## src/rtl/btn_debounce_pkg.sv

```systemverilog
// Shared types and width helpers for the button
// conditioning block.
`timescale 1ns/1ps
package btn_pkg;

  typedef enum logic [1:0] {
    REL,
    HELD,
    LONG
  } btn_state_t;

  function automatic int cnt_w(input int n);
    return (n > 2) ? $clog2(n) : 1;
  endfunction

endpackage

```

## src/rtl/btn_debounce_if.sv

```systemverilog
// Button pin / conditioned-event bundle between the
// board pins and the PL control logic.
`timescale 1ns/1ps
interface btn_debounce_if #(
  parameter int N_BTN = 4
);
  logic [N_BTN-1:0] btn_raw;
  logic [N_BTN-1:0] btn_level;
  logic [N_BTN-1:0] btn_press;
  logic [N_BTN-1:0] btn_release;
  logic [N_BTN-1:0] btn_long;

  modport master (
    output btn_raw,
    input  btn_level,
    input  btn_press,
    input  btn_release,
    input  btn_long
  );

  modport slave (
    input  btn_raw,
    output btn_level,
    output btn_press,
    output btn_release,
    output btn_long
  );
endinterface

```

## src/rtl/btn_debounce_ch.sv

```systemverilog
// One button channel: 2-FF synchronizer, stable-time
// debounce, press/release/long-press event FSM.
`timescale 1ns/1ps
module btn_debounce_ch
  import btn_pkg::*;
#(
  parameter int DEB_CYCLES  = 1_000_000,
  parameter int LONG_CYCLES = 100_000_000
) (
  input  logic clk_i,
  input  logic rst_ni,
  input  logic raw_i,
  output logic level_o,
  output logic press_o,
  output logic release_o,
  output logic long_o
);
  localparam int DW = cnt_w(DEB_CYCLES);
  localparam int HW = cnt_w(LONG_CYCLES);
  localparam logic [DW-1:0] DMAX =
    DW'(DEB_CYCLES - 1);
  localparam logic [HW-1:0] HMAX =
    HW'(LONG_CYCLES - 1);

  logic          s1_q;
  logic          s2_q;
  logic [DW-1:0] dcnt_q;
  logic [DW-1:0] dcnt_d;
  logic          lvl_q;
  btn_state_t    st_q;
  logic [HW-1:0] hcnt_q;
  logic          press_q;
  logic          rel_q;
  logic          long_q;
  logic          flip;
  logic          rise;
  logic          fall;

  assign flip = (s2_q != lvl_q) && (dcnt_q == DMAX);
  assign rise = flip & s2_q;
  assign fall = flip & ~s2_q;

  always_comb begin
    dcnt_d = dcnt_q + 1'b1;
    if ((s2_q == lvl_q) || flip) dcnt_d = '0;
  end

  always_ff @(posedge clk_i or negedge rst_ni) begin
    if (!rst_ni) begin
      s1_q   <= 1'b0;
      s2_q   <= 1'b0;
      dcnt_q <= '0;
      lvl_q  <= 1'b0;
    end else begin
      s1_q   <= raw_i;
      s2_q   <= s1_q;
      dcnt_q <= dcnt_d;
      if (flip) lvl_q <= s2_q;
    end
  end

  // Strobes land on the same edge the level flips.
  always_ff @(posedge clk_i or negedge rst_ni) begin
    if (!rst_ni) begin
      st_q    <= REL;
      hcnt_q  <= '0;
      press_q <= 1'b0;
      rel_q   <= 1'b0;
      long_q  <= 1'b0;
    end else begin
      press_q <= 1'b0;
      rel_q   <= 1'b0;
      long_q  <= 1'b0;
      unique case (st_q)
        REL: begin
          if (rise) begin
            st_q    <= HELD;
            hcnt_q  <= '0;
            press_q <= 1'b1;
          end
        end
        HELD: begin
          if (fall) begin
            st_q  <= REL;
            rel_q <= 1'b1;
          end else if (hcnt_q == HMAX) begin
            st_q   <= LONG;
            long_q <= 1'b1;
          end else begin
            hcnt_q <= hcnt_q + 1'b1;
          end
        end
        LONG: begin
          if (fall) begin
            st_q  <= REL;
            rel_q <= 1'b1;
          end
        end
        default: st_q <= REL;
      endcase
    end
  end

  assign level_o   = lvl_q;
  assign press_o   = press_q;
  assign release_o = rel_q;
  assign long_o    = long_q;
endmodule

```

## src/rtl/btn_debounce.sv

```systemverilog
// Board button conditioner: polarity fix-up and one
// independent debounce channel per pin.
`timescale 1ns/1ps
module btn_debounce
  import btn_pkg::*;
#(
  parameter int N_BTN       = 4,
  parameter int DEB_CYCLES  = 1_000_000,
  parameter int LONG_CYCLES = 100_000_000,
  parameter bit ACTIVE_LOW  = 1'b0
) (
  input logic           sys_clk,
  input logic           sys_rst_n,
  btn_debounce_if.slave btn_if
);
  logic [N_BTN-1:0] raw;
  logic [N_BTN-1:0] lvl;
  logic [N_BTN-1:0] prs;
  logic [N_BTN-1:0] rls;
  logic [N_BTN-1:0] lng;

  assign raw = btn_if.btn_raw ^ {N_BTN{ACTIVE_LOW}};

  for (genvar i = 0; i < N_BTN; i++) begin : g_ch
    btn_debounce_ch #(
      .DEB_CYCLES (DEB_CYCLES),
      .LONG_CYCLES(LONG_CYCLES)
    ) u_ch (
      .clk_i    (sys_clk),
      .rst_ni   (sys_rst_n),
      .raw_i    (raw[i]),
      .level_o  (lvl[i]),
      .press_o  (prs[i]),
      .release_o(rls[i]),
      .long_o   (lng[i])
    );
  end

  assign btn_if.btn_level   = lvl;
  assign btn_if.btn_press   = prs;
  assign btn_if.btn_release = rls;
  assign btn_if.btn_long    = lng;
endmodule
```

## src/flat_wrapper.sv

```systemverilog
// flat-port wrapper written by rule: the top's interface ports become plain ports
module btn_debounce_flat import btn_pkg::*;
#(
  parameter int N_BTN       = 4,
  parameter int DEB_CYCLES  = 1_000_000,
  parameter int LONG_CYCLES = 100_000_000,
  parameter bit ACTIVE_LOW  = 1'b0
)
  (sys_clk, sys_rst_n, btn_if_btn_raw, btn_if_btn_level, btn_if_btn_press, btn_if_btn_release, btn_if_btn_long);
  btn_debounce_if #(.N_BTN(N_BTN)) btn_if_i ();
  input logic sys_clk;
  input logic sys_rst_n;
  input wire logic [$bits(btn_if_i.btn_raw)-1:0] btn_if_btn_raw;
  output wire logic [$bits(btn_if_i.btn_level)-1:0] btn_if_btn_level;
  output wire logic [$bits(btn_if_i.btn_press)-1:0] btn_if_btn_press;
  output wire logic [$bits(btn_if_i.btn_release)-1:0] btn_if_btn_release;
  output wire logic [$bits(btn_if_i.btn_long)-1:0] btn_if_btn_long;
  assign btn_if_i.btn_raw = btn_if_btn_raw;
  assign btn_if_btn_level = btn_if_i.btn_level;
  assign btn_if_btn_press = btn_if_i.btn_press;
  assign btn_if_btn_release = btn_if_i.btn_release;
  assign btn_if_btn_long = btn_if_i.btn_long;
  btn_debounce #(.N_BTN(N_BTN), .DEB_CYCLES(DEB_CYCLES), .LONG_CYCLES(LONG_CYCLES), .ACTIVE_LOW(ACTIVE_LOW)) u_core (.sys_clk(sys_clk), .sys_rst_n(sys_rst_n), .btn_if(btn_if_i));
endmodule
```

## config.mk

```make
export PLATFORM = sky130hd
export DESIGN_NAME = btn_debounce_flat
export DESIGN_NICKNAME = d
export VERILOG_FILES = /design/src/rtl/btn_debounce_pkg.sv /design/src/rtl/btn_debounce_if.sv /design/src/rtl/btn_debounce_ch.sv /design/src/rtl/btn_debounce.sv /design/src/flat_wrapper.sv
export SDC_FILE = /design/constraint.sdc
export NUM_CORES = 1
export LEC_CHECK = 0
export ABC_CLOCK_PERIOD_IN_PS = 2300
export BUFFER_PORTS_ARGS = -buffer_cell sky130_fd_sc_hd__buf_2
export CAP_MARGIN = 15
export CORE_ASPECT_RATIO = 0.9
export CORE_MARGIN = 2
export CORE_UTILIZATION = 40
export DETAILED_ROUTE_END_ITERATION = 8
export GPL_TIMING_DRIVEN = 1
export REMOVE_ABC_BUFFERS = 1
export SLEW_MARGIN = 20
export SYNTH_ARGS = -nofsm -noshare
export SYNTH_HDL_FRONTEND = slang
export SYNTH_HIERARCHICAL = 1
export SYNTH_SLANG_ARGS = --single-unit
```

## constraint.sdc

```tcl
create_clock -name sys_clk -period 2.3 [get_ports sys_clk]
set_input_delay 0.23 -clock sys_clk [delete_from_list [all_inputs] [get_ports sys_clk]]
set_output_delay 0.23 -clock sys_clk [all_outputs]
set_load 0.05 [all_outputs]
```

==> flow_metrics.tcl <==
set metrics [dict create \
    outcome "complete, but fails checks" \
    failed_checks "negative setup slack" \
    ioPinCount 22 \
    syn_to_final_growth_pct 29.1 \
    grt_pass1_vias 10900 \
    final_common_cell "dfrtp_1" \
    drt-vias-per-instance 5.49 \
    start_util_pct 40.7 \
    worstMarginPinSlew_ns 0.647 \
    hold_class "in2async" \
    synth_edf_count 0 \
    register_area_mm2 0.00551 \
    dieHeight_um 172 \
    finalSetupViolCount 8 \
    totalWireLength_um 31800 \
    cp.arrival_ns 2.77 \
    yosysWarnings 6 \
    clock_skew_ns 0.0184 \
    p_leak_nw 7.13 \
    cp-start-kind "flop" \
    final_max_slew_viol_count 0 \
    coreArea_mm2 0.0310 \
    hold_viol 0 \
    ant_nets 0 \
    worst-setup-path-type "reg2reg" \
    grtUsageTotal_pct 19.7 \
    final.min_clock_period_ns 2.35 \
    ys_types 86 \
    setup_ws_ns -0.0473 \
    most-common-layout-cells "dfrtp_1, buf_4, nand2_1" \
    wl_per_cell_um 15.6 \
    nets 1638 \
    relSlewSlack_pct 56.9 \
    async_reset_ff_share_pct 100 \
    irDropWorstVdd_uv 544 \
    multi_input_area_mm2 0.00699 \
    fin_crit_sh_pct 102 \
    ys_ff_latch 220 \
    cts_root_buffer "clkbuf_16" \
    synth.avg_cell_area_um2 9.14 \
    crit_required_ns 2.72 \
    vias 11200 \
    powerDensity_mw_per_mm2 532 \
    holdWs_ns 0.291 \
    dp_hpwl_um 21000 \
    cp_max_fo 7 \
    drive_gt1_share_pct 24.8 \
    grt_overflow_total 0 \
    clk-insertion-delay-late_ns 0.55 \
    first_pass_iters 5 \
    cts_tree "built" \
    clk_transition_reported_paths_ns 0.06 \
    cts_max_path_buffers 3 \
    stdcell_count 2041 \
    end_kind "flop" \
    antenna_cells 0 \
    cts_sinks 220 \
    die_area_mm2 0.0330 \
    rows 61 \
    antenna_found_initial 0 \
    htreeDepth 1 \
    synth_flop_cell "dfrtp_1" \
    syn_inst 1380 \
    fill_cells 2830 \
    drc 0 \
    die_x_um 191 \
    grt_pass1_wl_um 53900 \
    ys_seq_area_share_pct 43.7 \
    cts_buffers 26 \
    portBuffers 21 \
    gp_congestion 0.826 \
    grt_start_max_net_pins 82 \
    final_util_pct 52.5 \
    netlist_area_mm2 0.0126 \
    fmax_mhz 426 \
    rsz0062_at_grt "yes" \
    place_inst 1962 \
    drt-initial-drc-count 730 \
    max_cap_violations 0 \
]
## worst max-delay path, stage by stage (launching register included)
cell	delay [ns]
dfrtp_1	0.38
nand2_2	0.07
or4b_4	0.55
buf_6	0.15
buf_8	0.13
o41ai_4	0.32
o21ai_2	0.16
buf_6	0.18
a221o_1	0.32
## cell usage after synthesis, types with 12 or more instances
library cell  count  area share, %
clkbuf_1         43            1.3
dfrtp_1         220             44
or3_1            16           0.79
nor2_1          126            3.8
xnor2_1          31            2.2
a21oi_1          39            1.5
inv_1            47            1.4
and3_1           38            1.9
ha_1             20            2.0
a31oi_1          17           0.84
o21ai_0          52            2.1
nand2_1         155            4.6
nand4_1          43            2.1
nor4b_1          13           0.90
a221o_1          12           0.95
nor3_1           59            2.3
xor2_1           47            3.3
and2_1           17           0.84
o211ai_1         16           0.95
mux2i_1          19            1.5
nor4_1           30            1.5
and4_1           19            1.3
nand3_1          90            3.6
## routing by layer
metal	track usage [%]	vias up	share of wire [%]
met5	0	-	0
met4	5.38	0	1.9
met1	28.1	5399	49
li1	-	5554	-
met2	31.2	211	45
met3	2.84	46	4.3
## report_power, final
group,switching (mW),internal (mW),total [mW]
sequential,0.0201,3.90,3.92
clock,1.70,2.86,4.56
combinational,0.132,0.0609,0.192
total,1.85,6.81,8.67
## flip-flops by register name, indices dropped and copies added (netlist names)
name	count
u_core/g_ch.u_ch/hcnt_q	108
u_core/g_ch.u_ch/dcnt_q	80
u_core/g_ch.u_ch/st_q	8
u_core/g_ch.u_ch/level_o	4
u_core/g_ch.u_ch/long_o	4
u_core/g_ch.u_ch/press_o	4
u_core/g_ch.u_ch/release_o	4
u_core/g_ch.u_ch/s1_q	4
u_core/g_ch.u_ch/s2_q	4
## layout make-up
cell class,instances,area share [%]
Multi-Input combinational cell,1054,42.9
Sequential cell,220,33.8
Timing Repair Buffer,263,13.2
Clock buffer,34,4.62
Tap cell,409,3.14
Clock inverter,14,1.25
Inverter,47,1.08
## logic make-up (layout without fill, tap and decap cells)
group	count (synthesis)	in the layout	share of synthesized area [%]
buffers and inverters	106	358	3.62
adder cells (fa/ha/maj)	20	20	1.98
multiplexers	23	23	1.87
flip-flops	220	220	43.7
AND/OR/NAND/NOR	686	686	29.2
XOR/XNOR	78	78	5.42
AO/OA/AOI/OAI	247	247	14.3
## timing repair
| action | CTS | global route |
|---|---|---|
| pin swaps | 16 | 37 |
| buffers inserted | 8 | 16 |
| endpoints found under the setup margin | 41 | 113 |
| gates cloned | 2 | 0 |
| resized for setup | 24 | 82 |
| endpoints found under the hold margin | 79 | 0 |
| hold buffers | 5 | 0 |
## through the flow
step | area, um^2 | setup WS (ns) | TNS (ns) | total power, mW
3_3_place_gp | 14700 | -0.124 | -1.27 | 4.18
6_report | 16300 | -0.0473 | -0.184 | 8.67
3_5_place_dp | 14700 | -0.164 | -2.14 | 4.18
5_1_grt | 16300 | -0.113 | -1.59 | 9.01
2_1_floorplan | 12300 | -0.374 | -14.32 | 4.04
4_1_cts | 15900 | 0.000582 | 0 | 8.83
## worst paths after layout
kind	startpoint	endpoint	slack, ns	depth (start not counted)
max	u_core/g_ch[2].u_ch/dcnt_q[17]$_DFF_PN0_	u_core/g_ch[2].u_ch/hcnt_q[11]$_DFFE_PN0P_	-0.05	8
min	sys_rst_n	u_core/g_ch[0].u_ch/hcnt_q[5]$_DFFE_PN0P_	0.29	2
max reg2reg	u_core/g_ch[2].u_ch/dcnt_q[17]$_DFF_PN0_	u_core/g_ch[2].u_ch/hcnt_q[11]$_DFFE_PN0P_	-0.05	8
min reg2reg	u_core/g_ch[1].u_ch/s1_q$_DFF_PN0_	u_core/g_ch[1].u_ch/s2_q$_DFF_PN0_	0.35	0
max in group asynchronous	sys_rst_n	u_core/g_ch[1].u_ch/hcnt_q[22]$_DFFE_PN0P_	1.29	3
min in group sys_clk	btn_if_btn_raw[1]	u_core/g_ch[1].u_ch/s1_q$_DFF_PN0_	0.33	2
Power figures use the tool's default switching activity.
